`src/rtl/turbosim_iter_ctrl.sv`:
```
// turbosim_iter_ctrl: sequences one turbosim iteration (load stimulus, go, wait/drain changes, finish).
// Optional WAIT watchdog is compiled in with TS_ITER_CTRL_TIMEOUT_EN.
module turbosim_iter_ctrl #(
    parameter logic [15:0] TIMEOUT_CYCLES = 16'd50000
) (
    input  logic        clk,
    input  logic        rst,
    input  logic        start,
    input  logic        stim_valid,
    input  logic [31:0] stim_record,
    input  logic        stim_last,
    output logic        stim_ready,
    output logic        ts_wr,
    output logic [31:0] ts_in_record,
    input  logic        ts_full,
    output logic        ts_go,
    input  logic        ts_done,
    output logic        ts_rd,
    input  logic        ts_empty,
    input  logic [31:0] ts_out_record,
    output logic        chg_valid,
    output logic [31:0] chg_record,
    output logic        busy,
    output logic        iter_done,
    output logic [15:0] cycle_count,
    output logic [15:0] change_count,
    output logic        timeout_err
);
    typedef enum logic [2:0] {IDLE, LOAD, GO, WAIT, FIN} state_t;
    state_t state, state_nxt;
    logic done_low, done_ok, timeout_hit, begin_iter;
    logic [15:0] cyc_inc;
    assign cyc_inc = (cycle_count == 16'hFFFF) ? cycle_count : cycle_count + 16'd1;
    // completion waits for an empty output FIFO so a late record is drained first
    assign done_ok = done_low && ts_done && ts_empty;
    assign begin_iter = (state == IDLE) && start;
`ifdef TS_ITER_CTRL_TIMEOUT_EN
    assign timeout_hit = (state == WAIT) && (cyc_inc >= TIMEOUT_CYCLES);
    always_ff @(posedge clk) begin
        if (rst || begin_iter)
            timeout_err <= 1'b0;
        else if (timeout_hit)
            timeout_err <= 1'b1;
    end
`else
    assign timeout_hit = 1'b0;
    assign timeout_err = 1'b0;
`endif
    always_comb begin
        state_nxt    = state;
        stim_ready   = (state == LOAD) && !ts_full;
        ts_wr        = stim_valid && stim_ready;
        ts_in_record = stim_record;
        ts_go        = (state == GO);
        ts_rd        = (state != IDLE) && !ts_empty;
        busy         = (state != IDLE);
        iter_done    = (state == FIN);
        case (state)
            IDLE:    state_nxt = start ? LOAD : IDLE;
            LOAD:    state_nxt = (ts_wr && stim_last) ? GO : LOAD;
            GO:      state_nxt = WAIT;
            WAIT:    state_nxt = (done_ok || timeout_hit) ? FIN : WAIT;
            FIN:     state_nxt = IDLE;
            default: state_nxt = IDLE;
        endcase
    end
    always_ff @(posedge clk) begin
        if (rst) begin
            state        <= IDLE;
            done_low     <= 1'b0;
            chg_valid    <= 1'b0;
            chg_record   <= '0;
            cycle_count  <= '0;
            change_count <= '0;
        end else begin
            state     <= state_nxt;
            chg_valid <= ts_rd;
            if (ts_rd)
                chg_record <= ts_out_record;
            if (begin_iter) begin
                cycle_count  <= '0;
                change_count <= '0;
                done_low     <= 1'b0;
            end else begin
                if (ts_rd && change_count != 16'hFFFF)
                    change_count <= change_count + 16'd1;
                if (state == WAIT)
                    cycle_count <= cyc_inc;
                if (state == WAIT && !ts_done)
                    done_low <= 1'b1;
            end
        end
    end
endmodule

```
`config.mk`:
```
export PLATFORM = sky130hd
export DESIGN_NAME = turbosim_iter_ctrl
export DESIGN_NICKNAME = d
export VERILOG_FILES = /design/src/rtl/turbosim_iter_ctrl.sv
export SDC_FILE = /design/constraint.sdc
export NUM_CORES = 1
export LEC_CHECK = 0
export ABC_AREA = 1
export ABC_CLOCK_PERIOD_IN_PS = 1500
export CORE_AREA = 3 3 88 123
export CTS_CLUSTER_SIZE = 12
export DETAILED_ROUTE_END_ITERATION = 7
export DIE_AREA = 0 0 91 126
export PLACE_DENSITY = 0.75
export SYNTH_ARGS = -nofsm -noshare
export SYNTH_HDL_FRONTEND = slang
export SYNTH_SLANG_ARGS = --single-unit
```
`constraint.sdc`:
```
create_clock -name clk -period 1.5 [get_ports clk]
set_clock_uncertainty 0.2 [all_clocks]
set_input_delay 0.3 -clock clk [delete_from_list [all_inputs] [get_ports clk]]
set_output_delay 0.3 -clock clk [all_outputs]
set_load 0.005 [all_outputs]
```
==> results of run 1 <==
## metrics by stage
stage          instance area, µm²  utilization (%)  setup TNS (ps)  hold WS [ps]  cells
3_3_place_gp                 5035            50.86          -19980         250.6    765
3_5_place_dp                 5035            50.86          -21510         261.6    765
6_report                     6126            61.88           -6907         272.2    814
2_1_floorplan                3523                -          -259.8         172.4    491
5_1_grt                      6126            61.88          -11460         293.7    814
4_1_cts                      5899            59.59           -4662         277.6    807
## state kept, by name, indices dropped and copies added, names as in the netlist
| signal | count |
|---|---|
| state | 3 |
| chg_record | 32 |
| done_low | 1 |
| cycle_count | 16 |
| change_count | 16 |
| chg_valid | 1 |
## final cells by class
class | instances | area, µm²
clock inverters | 6 | 43.79
repair buffers | 217 | 1994
clock buffers | 10 | 250.2
inverters | 34 | 135.1
well taps | 135 | 168.9
flip-flops and latches | 69 | 1431
fillers | 873 | 3774
multi-input cells | 343 | 2102
## path summary, 6_finish.rpt
kind / to / from
setup / recovery: busy / state[2]$_SDFF_PP0_
setup reg to reg: change_count[15]$_SDFFE_PP0P_ / state[0]$_SDFF_PP0_
hold / removal: done_low$_SDFFE_PP0P_ / done_low$_SDFFE_PP0P_
hold reg to reg: done_low$_SDFFE_PP0P_ / done_low$_SDFFE_PP0P_
## per-layer routing
layer | vias to the layer above | share of wire (%) | routed length [µm] | GRT usage (%)
li1 | 1893 | - | - | -
met1 | 1847 | 35 | 4142 | 18.84
met2 | 122 | 56 | 6644 | 37.42
met3 | 39 | 5.0 | 584 | 4.719
met4 | 0 | 3.4 | 403 | 10.30
met5 | - | 0 | 0 | 0
## power by group
group | leakage, µW | internal (µW) | switching (µW) | total [µW]
Combinational | 0.00199 | 428 | 380 | 808
Clock | 0.000144 | 1230 | 843 | 2070
Sequential | 0.000580 | 1910 | 46.8 | 1960
## worst reg2reg max path, cell delays in order, from the launching register on
cell     delay, ps
dfxtp_2        360
buf_6          130
inv_4           40
nand3_4        110
nand2_4         70
buf_4          160
buf_8          150
nor2_4         230
a21oi_1        100
nor2_1         100
## logic make-up (layout without fill, tap and decap cells)
logic type	after synthesis	in the layout
AND/OR/NAND/NOR	258	261
buffers and inverters	82	267
flip-flops	69	69
adder cells (fa/ha/maj)	2	2
AO/OA/AOI/OAI	67	67
XOR/XNOR	12	12
other	1	1
## placed cells by master (no fill, tap or decap), types with 16 or more instances in the layout
cell type         n
nand3_1          16
buf_6            33
buf_2            17
inv_1            28
o21ai_1          21
nand2_2          25
a21oi_2          26
nand2_1          71
buf_4            68
nor2_1           82
nor2_2           24
clkdlybuf4s50_1  38
dfxtp_2          34
dlygate4sd2_1    37
dfxtp_1          33
## repair_timing
action | in CTS | in global routing
buffers inserted | 21 | 8
setup endpoints to repair | 136 | 86
pin swaps | 31 | 19
gates resized for setup | 305 | 79
cloned | 8 | 2
==> reports/qor.txt, run 1 <==
Synth area leaders - dfxtp_1, nor2_1, nand2_1, buf_4, o21ai_0
largest family of logic cells by synthesized area - simple AND/OR/NAND/NOR gates
post-synthesis xor/xnor area fraction - 3.017%
min-delay worst type - flop to flop
Clk Latency, worst-skew pair - 330 ps
DRT Pass-1 Iters - 5
Synth Area in Compound Gates - 11.03%
gpl congestion - 0.8327
critical path depth in cells - 5
CTS max path bufs - 2
Top cell by count, worst path - buf_6
Max Cap Violations - 0
average vias per placed instance - 4.792
vias - 3901
share of post-route cells with drive strength above 1 - 46.98%
# IOs - 176
setup repair after global routing missed its margin - yes
worst r2r path cells - 9
Nets - 748
Mapped Area - 0.003483 mm²
fraction of registers with async set/reset - 0%
Final Cycle Share - 115.9%
initial drt markers - 108
Overflow after GRT - 0
clock-pin slew on the worst setup and hold paths - 60 ps
Slew Viols, Final - 0
post-route ant nets - 0
most frequent cell after synthesis - nor2_1
first-pass GRT wire length - 18050 µm
top cell type's share of synthesized area - 39.66%
largest net degree at the start of global routing - 34
Core Rows - 43
outcome - finished with violations
power per cell area - 789.4 mW/mm²
CP Capture Type - output port
hold path cells - 2
Layout area overhead - 75.86%
H-tree levels - 3
register area share after synthesis - 39.66%
Buffers & Inverters on Critical Path - 4
Crit path largest cell delay - 320 ps
crit path max fanout - 3
Startpoint Class - flop
post-synthesis mux area share - 0%
HPWL after DPL - 7203 µm
drc violations - 0
vias in the first global route - 3861
CP delay by family, top - buffers and inverters
Fin. Hold Viols - 0
setup slack after layout - -238.1 ps
EDFF count, synth - 0
clock sink count - 69
Crit-path slowest cell - dfxtp_2
failing checks - setup timing
initial core utilization - 35.19%
buffers added on ports - 110
Die X - 91 µm
Synth cell types - 32
f_max - 575.3 MHz
CTS buffer count - 9
Critical Path AT - 1240 ps
routed wire length per instance - 14.47 µm
critical path cell sequence - inv_2 > buf_6 > nand3_4 > buf_6 > buf_6
initial antenna violation count - 0
Leak - 0.002712 µW
R2R setup slack - -210 ps
Commonest cells post-synth - nor2_1, nand2_1, dfxtp_1
Core Footprint - 0.009899 mm²
Peak VDD IR - 728.2 µV
cts hold-fix bufs - 0
Avg Inst Size Synth - 7.094 µm²
Syn Nets - 565
GRT Total Usage - 19.50%
# diodes - 0
adder-cell share of the synthesized area - 0.7184%
Setup WS pre-CTS - -639.4 ps
synth warn - 0
Die Y - 126 µm
Total Wirelength - 11780 µm
worst path required time - 1000 ps
Root Driver - clkbuf_16
flops & latches, synth - 69
Mapped Cells - 491
setup violators final - 72
Yosys top cell by area - dfxtp_1
Simple-Gate Fraction of Synth Area - 32.15%
Main synth FF type - dfxtp_1
Final min period - 1738 ps
CTS tree - done
Final Power - 4836 µW
critical path type - flop to output port
die area - 0.01147 mm²
Power figures use the tool's default switching activity.
==> run 2, diff against run 1 <==
--- a/config.mk
+++ b/config.mk
@@ -11,6 +11,7 @@
 export CTS_CLUSTER_SIZE = 12
 export DETAILED_ROUTE_END_ITERATION = 7
 export DIE_AREA = 0 0 91 126
+export GPL_ROUTABILITY_DRIVEN = 0
 export PLACE_DENSITY = 0.75
 export SYNTH_ARGS = -nofsm -noshare
 export SYNTH_HDL_FRONTEND = slang
==> results of run 2 <==
Same layout as run 1: the final DEF is identical, and so are final timing and power.
